**config.mk**
```make
export PLATFORM = sky130hd
export DESIGN_NAME = flag_sequencer_flat
export DESIGN_NICKNAME = d
export VERILOG_FILES = /design/src/rtl/flag_sequencer_if.sv /design/src/rtl/flag_sequencer.sv /design/src/flat_wrapper.sv
export SDC_FILE = /design/constraint.sdc
export NUM_CORES = 1
export LEC_CHECK = 0
export CORE_AREA = 2 2 42 44
export CTS_BUF_LIST = sky130_fd_sc_hd__clkbuf_4
export CTS_CLUSTER_DIAMETER = 100
export CTS_CLUSTER_SIZE = 28
export DETAILED_ROUTE_END_ITERATION = 8
export DIE_AREA = 0 0 44 46
export PLACE_DENSITY = 0.74
export SLEW_MARGIN = 30
export SYNTH_ARGS = -nofsm -noshare
export SYNTH_HDL_FRONTEND = slang
export SYNTH_SLANG_ARGS = --single-unit
```
**constraint.sdc**
```tcl
create_clock -name clk -period 1.4 [get_ports clk]
set_input_delay 0.21 -clock clk [delete_from_list [all_inputs] [get_ports clk]]
set_output_delay 0.21 -clock clk [all_outputs]
set_load 0.01 [all_outputs]
```
**src/rtl/flag_sequencer_if.sv**
```systemverilog
// Request/status bundle between the Execute stage and flag_sequencer.
// master: pipeline side driving requests; slave: the flag sequencer.
interface flag_sequencer_if #(
  parameter int FLAG_W = 3
);
  logic              stall;
  logic              alu_flag_valid;
  logic [FLAG_W-1:0] alu_flag;
  logic              branch_taken;
  logic [1:0]        branch_sel;
  logic              int_req;
  logic              rti;
  logic [FLAG_W-1:0] flag_reg;
  logic              int_ack;
  logic              busy;
  logic              stack_empty;
  logic              stack_full;
  logic              stack_err;

  modport master (
    output stall, alu_flag_valid, alu_flag, branch_taken, branch_sel, int_req, rti,
    input  flag_reg, int_ack, busy, stack_empty, stack_full, stack_err
  );

  modport slave (
    input  stall, alu_flag_valid, alu_flag, branch_taken, branch_sel, int_req, rti,
    output flag_reg, int_ack, busy, stack_empty, stack_full, stack_err
  );
endinterface

```
**src/rtl/flag_sequencer.sv**
```systemverilog
// flag_sequencer: condition flag register (bit0 Z, bit1 C, bit2 N) with
// interrupt save/restore through a LIFO of saved flags.
// Optional feature macro: FLAG_SEQ_NESTED_INT_EN
//   defined   -> STACK_DEPTH saved entries (nested interrupts)
//   undefined -> single save register, depth 1, STACK_DEPTH ignored
//
// state   | meaning
// IDLE    | accepting requests when not stalled
// SAVE    | pushing flag_reg, int_ack high; clears flags on exit
// RESTORE | popping top entry into flag_reg (underflow loads 0, sets stack_err)
module flag_sequencer #(
  parameter int STACK_DEPTH = 4,
  parameter int FLAG_W      = 3
) (
  input  logic              clk,
  input  logic              reset,
  flag_sequencer_if.slave   bus
);

  typedef enum logic [1:0] {
    ST_IDLE    = 2'd0,
    ST_SAVE    = 2'd1,
    ST_RESTORE = 2'd2
  } state_t;

`ifdef FLAG_SEQ_NESTED_INT_EN
  localparam int DEPTH = STACK_DEPTH;
`else
  localparam int DEPTH = 1;
`endif
  localparam int CNT_W = $clog2(DEPTH + 1);
  localparam logic [CNT_W-1:0] DEPTH_C = CNT_W'(DEPTH);

  state_t            r_state;
  state_t            w_state_nxt;
  logic [FLAG_W-1:0] r_flag;
  logic [FLAG_W-1:0] w_flag_nxt;
  logic [CNT_W-1:0]  r_count;
  logic              r_err;
  logic              w_err_set;
  logic              w_push;
  logic              w_pop;
  logic              w_full;
  logic              w_empty;
  logic [FLAG_W-1:0] w_alu_clean;
  logic [FLAG_W-1:0] w_top;

  assign w_full  = (r_count == DEPTH_C);
  assign w_empty = (r_count == '0);

  // Unknown ALU flag bits resolve to 0 (an X condition takes the else path).
  always_comb begin
    w_alu_clean = '0;
    for (int i = 0; i < FLAG_W; i++) begin
      if (bus.alu_flag[i] == 1'b1) w_alu_clean[i] = 1'b1;
      else                         w_alu_clean[i] = 1'b0;
    end
  end

`ifdef FLAG_SEQ_NESTED_INT_EN
  localparam int IDX_W = (DEPTH > 1) ? $clog2(DEPTH) : 1;

  logic [FLAG_W-1:0] r_stack [DEPTH];
  logic [CNT_W-1:0]  w_cnt_dec;
  logic [IDX_W-1:0]  w_push_idx;
  logic [IDX_W-1:0]  w_top_idx;

  assign w_cnt_dec  = r_count - CNT_W'(1);
  assign w_push_idx = r_count[IDX_W-1:0];
  assign w_top_idx  = w_cnt_dec[IDX_W-1:0];
  assign w_top      = r_stack[w_top_idx];

  // LIFO storage; cleared on reset so an aborted save leaves nothing behind.
  always_ff @(posedge clk or negedge reset) begin
    if (!reset) begin
      for (int i = 0; i < DEPTH; i++) r_stack[i] <= '0;
    end else if (w_push) begin
      r_stack[w_push_idx] <= r_flag;
    end
  end
`else
  logic [FLAG_W-1:0] r_save;

  assign w_top = r_save;

  // Single save slot used when nesting is disabled.
  always_ff @(posedge clk or negedge reset) begin
    if (!reset)      r_save <= '0;
    else if (w_push) r_save <= r_flag;
  end
`endif

  // Next-state, flag update and request arbitration (rti > int_req > branch > alu).
  always_comb begin
    w_state_nxt = r_state;
    w_flag_nxt  = r_flag;
    w_err_set   = 1'b0;
    w_push      = 1'b0;
    w_pop       = 1'b0;
    case (r_state)
      ST_IDLE: begin
        if (!bus.stall) begin
          if (bus.rti) begin
            w_state_nxt = ST_RESTORE;
          end else if (bus.int_req && !w_full) begin
            w_state_nxt = ST_SAVE;
          end else begin
            // A refused interrupt flags the overflow but does not block the ALU/branch paths.
            if (bus.int_req) w_err_set = 1'b1;
            if (bus.branch_taken) begin
              if (bus.branch_sel != 2'b11) w_flag_nxt[bus.branch_sel] = 1'b0;
            end else if (bus.alu_flag_valid) begin
              w_flag_nxt = w_alu_clean;
            end
          end
        end
      end
      ST_SAVE: begin
        w_push      = 1'b1;
        w_flag_nxt  = '0;
        w_state_nxt = ST_IDLE;
      end
      ST_RESTORE: begin
        w_state_nxt = ST_IDLE;
        if (w_empty) begin
          w_flag_nxt = '0;
          w_err_set  = 1'b1;
        end else begin
          w_flag_nxt = w_top;
          w_pop      = 1'b1;
        end
      end
      default: w_state_nxt = ST_IDLE;
    endcase
  end

  // State, flags, stack pointer and sticky error.
  always_ff @(posedge clk or negedge reset) begin
    if (!reset) begin
      r_state <= ST_IDLE;
      r_flag  <= '0;
      r_count <= '0;
      r_err   <= 1'b0;
    end else begin
      r_state <= w_state_nxt;
      r_flag  <= w_flag_nxt;
      if (w_push)      r_count <= r_count + CNT_W'(1);
      else if (w_pop)  r_count <= r_count - CNT_W'(1);
      if (w_err_set)   r_err <= 1'b1;
    end
  end

  assign bus.flag_reg    = r_flag;
  assign bus.int_ack     = (r_state == ST_SAVE);
  assign bus.busy        = (r_state != ST_IDLE);
  assign bus.stack_empty = w_empty;
  assign bus.stack_full  = w_full;
  assign bus.stack_err   = r_err;

endmodule

```
**src/flat_wrapper.sv**
```systemverilog
// flat-port wrapper written by rule: the top's interface ports become plain ports
module flag_sequencer_flat 
#(
  parameter int STACK_DEPTH = 4,
  parameter int FLAG_W      = 3
)
  (clk, reset, bus_stall, bus_alu_flag_valid, bus_alu_flag, bus_branch_taken, bus_branch_sel, bus_int_req, bus_rti, bus_flag_reg, bus_int_ack, bus_busy, bus_stack_empty, bus_stack_full, bus_stack_err);
  flag_sequencer_if #(.FLAG_W(FLAG_W)) bus_i ();
  input  logic clk;
  input  logic reset;
  input wire logic [$bits(bus_i.stall)-1:0] bus_stall;
  input wire logic [$bits(bus_i.alu_flag_valid)-1:0] bus_alu_flag_valid;
  input wire logic [$bits(bus_i.alu_flag)-1:0] bus_alu_flag;
  input wire logic [$bits(bus_i.branch_taken)-1:0] bus_branch_taken;
  input wire logic [$bits(bus_i.branch_sel)-1:0] bus_branch_sel;
  input wire logic [$bits(bus_i.int_req)-1:0] bus_int_req;
  input wire logic [$bits(bus_i.rti)-1:0] bus_rti;
  output wire logic [$bits(bus_i.flag_reg)-1:0] bus_flag_reg;
  output wire logic [$bits(bus_i.int_ack)-1:0] bus_int_ack;
  output wire logic [$bits(bus_i.busy)-1:0] bus_busy;
  output wire logic [$bits(bus_i.stack_empty)-1:0] bus_stack_empty;
  output wire logic [$bits(bus_i.stack_full)-1:0] bus_stack_full;
  output wire logic [$bits(bus_i.stack_err)-1:0] bus_stack_err;
  assign bus_i.stall = bus_stall;
  assign bus_i.alu_flag_valid = bus_alu_flag_valid;
  assign bus_i.alu_flag = bus_alu_flag;
  assign bus_i.branch_taken = bus_branch_taken;
  assign bus_i.branch_sel = bus_branch_sel;
  assign bus_i.int_req = bus_int_req;
  assign bus_i.rti = bus_rti;
  assign bus_flag_reg = bus_i.flag_reg;
  assign bus_int_ack = bus_i.int_ack;
  assign bus_busy = bus_i.busy;
  assign bus_stack_empty = bus_i.stack_empty;
  assign bus_stack_full = bus_i.stack_full;
  assign bus_stack_err = bus_i.stack_err;
  flag_sequencer #(.STACK_DEPTH(STACK_DEPTH), .FLAG_W(FLAG_W)) u_core (.clk(clk), .reset(reset), .bus(bus_i));
endmodule
```
==> run metrics <==
Initial Util 0.390; PD cells 1880 nW/um2; vias between 500 and 600; Post-DP HPWL 1.16 mm; # hold bufs at CTS 0; core area 1610 um2; Non-Filler Instances 114; Clk pin slew, worst setup/hold paths roughly 0.060 ns; yosys warns 0; residual overflow from global routing 0; Async SR Flop Fraction 1.00; # port buffers 19; Util after Layout 0.629; post-layout minimum cycle time between 1 and 1.5 ns; vias in the first global route ~620; status finished with violations; Worst Max-Slew Pin Slew around 0.50 ns; gr usage total 0.187; Finish-stage setup viols 4; # H-tree levels 1; commonest non-fill, non-tap cell in the layout buf_4; GP Congestion around 0.79; # DRC 0; ant diodes 0; largest net degree at the start of global routing 11; CTS tree built; # rows 15; initial antenna violation count 0; Post-Synthesis Cells 62; placed inst area roughly 900 um2; Die H roughly 46 um; maximum capacitance violations 0; Max-slew headroom 0.663; met1 usage 0.250; worst setup path class reg2reg; vias per inst around 5.2; failing checks negative setup slack; crit path DAT between 1.5 and 2 ns; cts bufs inserted 3; Setup WS pre-CTS -0.155 ns; Max Freq about 700 MHz; drt first pass iters 4; Final Cycle Share 1.02; number of synthesized flops with an enable pin 0; DRT antenna net count 0; Routed WL per cell 15.1 um; grt met2 use 0.291; layout cells sized above 1 0.412; Die Area between 2000 and 2500 um2; RSZ-0062 raised after global routing yes; hold slack between 0.2 and 0.3 ns; Worst Hold Class in2async; area taken by flip-flops and latches 251 um2; Synth-to-Final Area Change 61.4%; most frequent cells in the layout 13 x buf_4, 12 x clkdlybuf4s50_1, 9 x dfrtp_1; WP data required 1.55 ns; Cell variety after synth 22; crit start category register; Avg Inst Size Synth between 10 and 15 um2; setup TNS -0.0883 ns; grt peak-use layer met2; Seq/Total Area, Yosys 0.398; met3 Track Usage GR 0.0317; multi-input logic area ~410 um2; CP Capture Type register; Worst VDD drop ~0.76 mV; mapped cell area 629 um2; placed cell count approximately 110; Final Hold Fails 0; Finished Cell Area roughly 1000 um2; Leak about 0.47 nW; clock skew ~0.00081 ns; Starting DRT DRC Count 15; final WL roughly 1.7 mm; Max Fanout on Critical Path 3; Final Total Pwr about 1.9 mW; root buf cell clkbuf_4; syn_nets 79; FILL cells around 130; #FFs+latches synth 10; Sink Count 10; die width between 40 and 50 um; clk_lat worst skew 0.26 ns; setup ws final -0.0269 ns; Final nets approximately 120; I/O Pins 20; first-pass GRT wire length around 2.7 mm; Slew Limit Fails 0; Primary FF master, synth dfrtp_1; Clock Tree Buf Depth 2
==> worst max-delay path, cell delays in order, from the launching register on <==
cell,delay [ns]
dfrtp_1,0.39
inv_2,0.08
ha_2,0.21
a21oi_2,0.17
nand4_4,0.13
mux2_4,0.32
==> worst paths after layout <==
kind / cells after the start / slack, ns / end / startpoint
min in group clk: 1 / 0.46 / u_core.bus.stack_err$_DFFE_PN0P_ / u_core.bus.stack_err$_DFFE_PN0P_
worst min register to register: 1 / 0.46 / u_core.bus.stack_err$_DFFE_PN0P_ / u_core.bus.stack_err$_DFFE_PN0P_
worst max register to register: 5 / -0.03 / u_core.bus.flag_reg[2]$_DFFE_PN0P_ / u_core.r_state[0]$_DFFE_PN0P_
worst max-delay path: 5 / -0.03 / u_core.bus.flag_reg[2]$_DFFE_PN0P_ / u_core.r_state[0]$_DFFE_PN0P_
worst min-delay path: 1 / 0.28 / u_core.bus.stack_err$_DFFE_PN0P_ / reset
max in group asynchronous: 1 / 0.75 / u_core.bus.stack_full$_DFFE_PN0P_ / reset
==> repair_timing <==
| item | CTS | global route |
|---|---|---|
| pin swaps | 2 | 0 |
| resized for setup | 23 | 5 |
| endpoints found under the setup margin | 11 | 7 |
| setup buffers | 3 | 0 |
==> cell usage after synthesis, types with 2 or more instances <==
| library cell | number | area [um2] |
|---|---|---|
| nor2_1 | 3 | 11.3 |
| inv_1 | 6 | 22.5 |
| a21oi_1 | 8 | 40.0 |
| ha_1 | 5 | 62.6 |
| mux2_1 | 3 | 33.8 |
| nand3_1 | 6 | 30.0 |
| nand2b_1 | 2 | 12.5 |
| mux2_2 | 4 | 45.0 |
| dfrtp_1 | 10 | 250 |
| a22oi_1 | 3 | 22.5 |
==> logic make-up (layout without fill, tap and decap cells) <==
kind of cell             count (synthesis)  count (layout)  synth area share
buffers and inverters                    7              42            0.0537
multiplexers                             7               7             0.125
flip-flops                              10              10             0.398
adder cells (fa/ha/maj)                  5               5            0.0994
AND/OR/NAND/NOR                         17              17             0.165
AO/OA/AOI/OAI                           16              16             0.159
==> power by group <==
group	total [mW]	switching [mW]	internal (mW)
logic	1.20	0.526	0.672
registers	0.512	0.103	0.409
clock network	0.197	0.0976	0.0993
total	1.91	0.727	1.18
==> routing by layer <==
layer	vias to the layer above	wire [um]
met2	26	802
met3	2	107
met5	-	0
met4	0	7
li1	295	-
met1	274	803
==> area by class of cell <==
type                            count  share of cell area
Tap cell                           17              0.0209
Inverter                            6              0.0222
Clock buffer                        3              0.0222
Sequential cell                    10               0.248
Multi-Input combinational cell     45               0.405
Timing Repair Buffer               33               0.282
No activity file was read; power rests on OpenSTA's default activity.
==> variant 1: new RTL, same settings <==
Re-encode `state_t` (3 states) as one-hot, 3 bits wide.
--- a/src/rtl/flag_sequencer.sv
+++ b/src/rtl/flag_sequencer.sv
@@ -17,10 +17,10 @@
   flag_sequencer_if.slave   bus
 );
 
-  typedef enum logic [1:0] {
-    ST_IDLE    = 2'd0,
-    ST_SAVE    = 2'd1,
-    ST_RESTORE = 2'd2
+  typedef enum logic [2:0] {
+    ST_IDLE    = 3'b001,
+    ST_SAVE    = 3'b010,
+    ST_RESTORE = 3'b100
   } state_t;
 
 `ifdef FLAG_SEQ_NESTED_INT_EN
Behaviour: same outputs for any inputs over 10 cycles, from zero or initial values and one cycle with reset low; not proved beyond that.
==> variant 1 against the unedited design <==
  * The run still ends with setup timing left
  * Sequential share of layout area grew 4.6 points
  * Cell area is 7.1% lower
  * Critical path depth decreased by 1
  * Synthesized area decreased by 6.4%
  * Power is 29% lower
  * Cell count down 7.9%
  * Core utilization down 4.5 points
  * Sequential cell count is 1 higher
  * Sequential power about the same
  * Clock skew grew 0.0045 ns
  * Routed wire length is 19% lower
  * Setup slack worse by 0.19 ns
  * Global-route usage fell by 2.8 points
  * Critical path type unchanged
  * Largest cell class unchanged
  * Highest routed layer is now met3
==> variant 1: results (changes against the unedited design) <==
- The placement-stage cell area is 891 µm² (-2.6%).
- The biggest cell delay along the critical path was 0.52 ns (+0.13 ns).
* Setup WS pre-CTS: -0.230 ns (-0.0747 ns)
- Worst hold slack: 0.268 ns (-0.0142 ns)
- Iter 0 DRT Violations: 7 (-8)
* Endpoints failing setup: 5 (+1)
- The setup slack after layout is -0.213 ns (-0.186 ns).
- The global router's overall resource usage came to 15.9% (-2.8 points).
- The met1 track demand over resource was 17.3% (-7.7 points).
* Top cell types by occurrence after synthesis: 10 x dfrtp_1, 5 x nand2_1, 4 x nor2_1, 4 x o21ai_0
- Seq pwr share: 37.7% (+11 points)
- The number of detailed-route iterations in the first pass is 6 (+2).
- The via count of the first global-routing pass came to 530 (-15%).
* Crit path max-delay family: simple AND/OR/NAND/NOR gates
- The static leakage was 0.439 nW (-6.6%).
- The power density relative to cell area came to 1430 mW/mm² (-24%).
- Detailed-route via count: 523 (-12%)
* # placed instances: 99 (-8.3%)
- The sequential-to-total area share from yosys stat is 46.9% (+7.2 points).
* Worst setup skew after layout: 0.00532 ns (+0.00451 ns)
- Weighted congestion at the end of routability-driven global placement: 0.758 (-4.0%)
- First-pass GRT wire length: 2270 µm (-17%)
* Power dissipated in the clock network: 0.227 mW (+15%)
* Met2 GRT Util: 29.7% (+0.59 points)
- Failing checks: setup timing
- The total negative setup slack came to -0.940 ns (-0.852 ns).
* Per-cell routed wire length: 13.3 µm (-12%)
- HPWL after detailed placement: 1100 µm (-5.2%)
* Met3 demand-to-capacity share in global routing: 5.16% (+2.0 points)
- Post-Synthesis Cells: 51 (-18%)
- The post-synth net total is 63 (-20%).
- Slew @ Worst Pin: 0.466 ns (-0.0371 ns)
- The run finished, with violations left.
[variant 1: cell types whose count changed in the layout (fill, tap and decap cells not counted), moves of 2 or more]
cell,before,now
nand3_1,6,0
ha_2,2,0
nor2b_1,0,2
a21oi_1,7,1
inv_2,2,0
a31oi_1,0,3
o21ai_0,1,4
nand2_1,1,5
a22oi_1,3,0
inv_1,4,1
ha_4,3,0
[variant 1: routing by layer]
metal / share of wire (%) / wire length [µm] / vias to the layer above
met1: 42 / 588 / 244
met5: 0 / 0 / -
met4: 0 / 0 / 0
li1: - / - / 259
met3: 6.9 / 96 / 0
met2: 51 / 713 / 20
[variant 1: cells by family after synthesis]
| kind of cell | after synthesis | synth area share [%] |
|---|---|---|
| AO/OA/AOI/OAI | 11 | 14.0 |
| XOR/XNOR | 1 | 1.49 |
| buffers and inverters | 1 | 0.636 |
| flip-flops | 11 | 46.9 |
| multiplexers | 7 | 15.1 |
| AND/OR/NAND/NOR | 20 | 21.9 |
[variant 1: worst paths after layout]
path | to | depth (start not counted)
setup / recovery | u_core.bus.flag_reg[2] | 4
hold / removal | u_core.bus.flag_reg[0] | 1
setup reg to reg | u_core.bus.flag_reg[2] | 4
hold reg to reg | u_core.bus.stack_err | 1
max in group asynchronous | u_core.r_state[0] | 1
min in group clk | u_core.bus.stack_err | 1
[variant 1: cell type report]
| cell class | instances | area [µm²] |
|---|---|---|
| clock buffers | 4 | 30.0 |
| well taps | 17 | 21.3 |
| fillers | 151 | 671 |
| inverters | 1 | 3.75 |
| multi-input cells | 39 | 329 |
| flip-flops and latches | 11 | 277 |
| repair buffers | 33 | 283 |
[variant 1: repair_timing]
item,in CTS,in global routing
endpoints found under the hold margin,0,0
gates resized for setup,13,3
endpoints found under the setup margin,11,6
pin swaps,0,2
buffers inserted,1,1
==> variant 2: new RTL, config.mk and constraints unchanged <==
Without the edit above. `FLAG_W` is set to 3 in 3 places; all go to 4.
--- a/src/rtl/flag_sequencer_if.sv
+++ b/src/rtl/flag_sequencer_if.sv
@@ -1,7 +1,7 @@
 // Request/status bundle between the Execute stage and flag_sequencer.
 // master: pipeline side driving requests; slave: the flag sequencer.
 interface flag_sequencer_if #(
-  parameter int FLAG_W = 3
+  parameter int FLAG_W = 4
 );
   logic              stall;
   logic              alu_flag_valid;
--- a/src/rtl/flag_sequencer.sv
+++ b/src/rtl/flag_sequencer.sv
@@ -10,7 +10,7 @@
 // RESTORE | popping top entry into flag_reg (underflow loads 0, sets stack_err)
 module flag_sequencer #(
   parameter int STACK_DEPTH = 4,
-  parameter int FLAG_W      = 3
+  parameter int FLAG_W      = 4
 ) (
   input  logic              clk,
   input  logic              reset,
--- a/src/flat_wrapper.sv
+++ b/src/flat_wrapper.sv
@@ -2,7 +2,7 @@
 module flag_sequencer_flat 
 #(
   parameter int STACK_DEPTH = 4,
-  parameter int FLAG_W      = 3
+  parameter int FLAG_W      = 4
 )
   (clk, reset, bus_stall, bus_alu_flag_valid, bus_alu_flag, bus_branch_taken, bus_branch_sel, bus_int_req, bus_rti, bus_flag_reg, bus_int_ack, bus_busy, bus_stack_empty, bus_stack_full, bus_stack_err);
   flag_sequencer_if #(.FLAG_W(FLAG_W)) bus_i ();
Ports: changed (resized bus_alu_flag and bus_flag_reg); port bits go from 20 to 22. The function was not compared with the original's and may differ.
==> variant 2 against the unedited design <==
  * The flow still finishes with violations (setup timing)
  * Combinational power increased by 23%
  * Cell area grew 19%
  * Setup slack got worse by 0.050 ns
  * Synthesized cell count increased by 11%
  * Routed wire length is 9.6% higher
  * Non-clock buffer count grew 7
  * Synthesized area up 22%
  * Power is 19% higher
  * Count of clock-buffer cells in the layout unchanged
  * Sequential cell count increased by 2
  * Critical endpoint is now u_core.bus.flag_reg[3]
  * Largest cell class unchanged
==> variant 2: results (changes against the unedited design) <==
* Worst IR drop on VDD: 1.28 mV (+67%)
- Fraction of layout instances using a drive strength above 1: 40.5% (-0.70 points)
- After synthesis, the cell types taking the most area are dfrtp_1 39%, ha_1 8.2%, mux2_2 7.4%.
- Post-Synthesis Cells: 69 (+11%)
- The complex-gate fraction of the synthesized area is 16.8% (+0.93 points).
- Crit path max fanout: 8 (+5)
- Power dissipated in the clock network: 0.230 mW (+17%)
- Global-route usage over all layers: 20.7% (+2.0 points)
- The layout filler cell count is 129 (+3.2%).
- Met1 WL: 862 µm (+7.3%)
- Worst Path Arrival: 1.63 ns (+0.05 ns)
- Synth Warn #: 0 (unchanged)
* Per-cell routed wire length: 14.7 µm (-2.3%)
* Status: finished with violations
* Worst setup skew after layout: 0.0135 ns (+0.0127 ns)
* PostCTS Resize Cnt: 16 (-30%)
- Endpoints failing setup: 5 (+1)
- The power spent charging and discharging nets came to 0.886 mW (+22%).
- Worst hold slack: 0.233 ns (-0.0496 ns)
* Share of cell area taken by muxes after synthesis: 13.2% (+0.71 points)
* Via count of the first global-routing pass: 638 (+2.7%)
* Met2 wire length: 892 µm (+11%)
- The final reports fail on setup timing.
- Fraction of the yosys area taken by sequential cells: 39.2% (-0.55 points)
* Count of buffers added by post-CTS timing repair for setup: 5 (+2)
- First-pass GRT wire length: 2990 µm (+9.1%)
- The routability congestion estimate from global placement was 0.807 (+2.1%).
- The met2 track utilization from global routing is 35.3% (+6.2 points).
- Adder-Cell Fraction of Synth Area: 8.17% (-1.8 points)
- The met1 track demand over resource was 27.5% (+2.5 points).
- Routed length on met3: 92 µm (-14%)
* Post-route non-filler standard cell count: 128 (+12%)
- Clock insertion delay at the later pin of the skew report: 0.27 ns
- Net count after synthesis: 87 (+10%)
- Logic power comb: 1.47 mW (+23%)
- The worst-case setup slack after placement came to -0.324 ns (-0.168 ns).
* Area used by multi-input combinational logic: 474 µm² (+15%)
- The fraction of power consumed by the clock network was 10.1% (-0.2 points).
- The static leakage was 0.595 nW (+26%).
- Maximum number of pins on one net before global-route repair: 13 (+2)
- The total negative setup slack was -0.182 ns (-0.0934 ns).
* Final Worst Setup Slack: -0.0771 ns (-0.0502 ns)
* HPWL after detailed placement: 1330 µm (+15%)
- Met3 demand-to-capacity share in global routing: 2.78% (-0.40 points)
- Capture point of the worst path: u_core.bus.flag_reg[3]
- # placed instances: 119 (+10%)
- The number of vias per cell was 5.27 (+0.55%).
==> variant 2: cell types whose count changed in the layout (fill, tap and decap cells not counted), moves of 4 or more <==
cell | unedited run | this run
a31oi_1 | 0 | 4
buf_4 | 13 | 19
dlymetal6s2s_1 | 1 | 5
nand3_1 | 6 | 0
o21ai_0 | 1 | 5
==> variant 2: worst max-delay path, stage by stage (launching register included) <==
cell,delay (ns)
dfrtp_1,0.43
inv_2,0.11
ha_2,0.33
nand4_1,0.11
o21ai_0,0.11
mux2_4,0.28
==> variant 2: final cells by class <==
| cell class | count | area share, % |
|---|---|---|
| repair buffers | 40 | 30.2 |
| flip-flops and latches | 12 | 25.0 |
| inverters | 5 | 1.56 |
| clock buffers | 3 | 1.87 |
| multi-input cells | 50 | 39.3 |
| clock inverters | 1 | 0.311 |
| well taps | 17 | 1.76 |
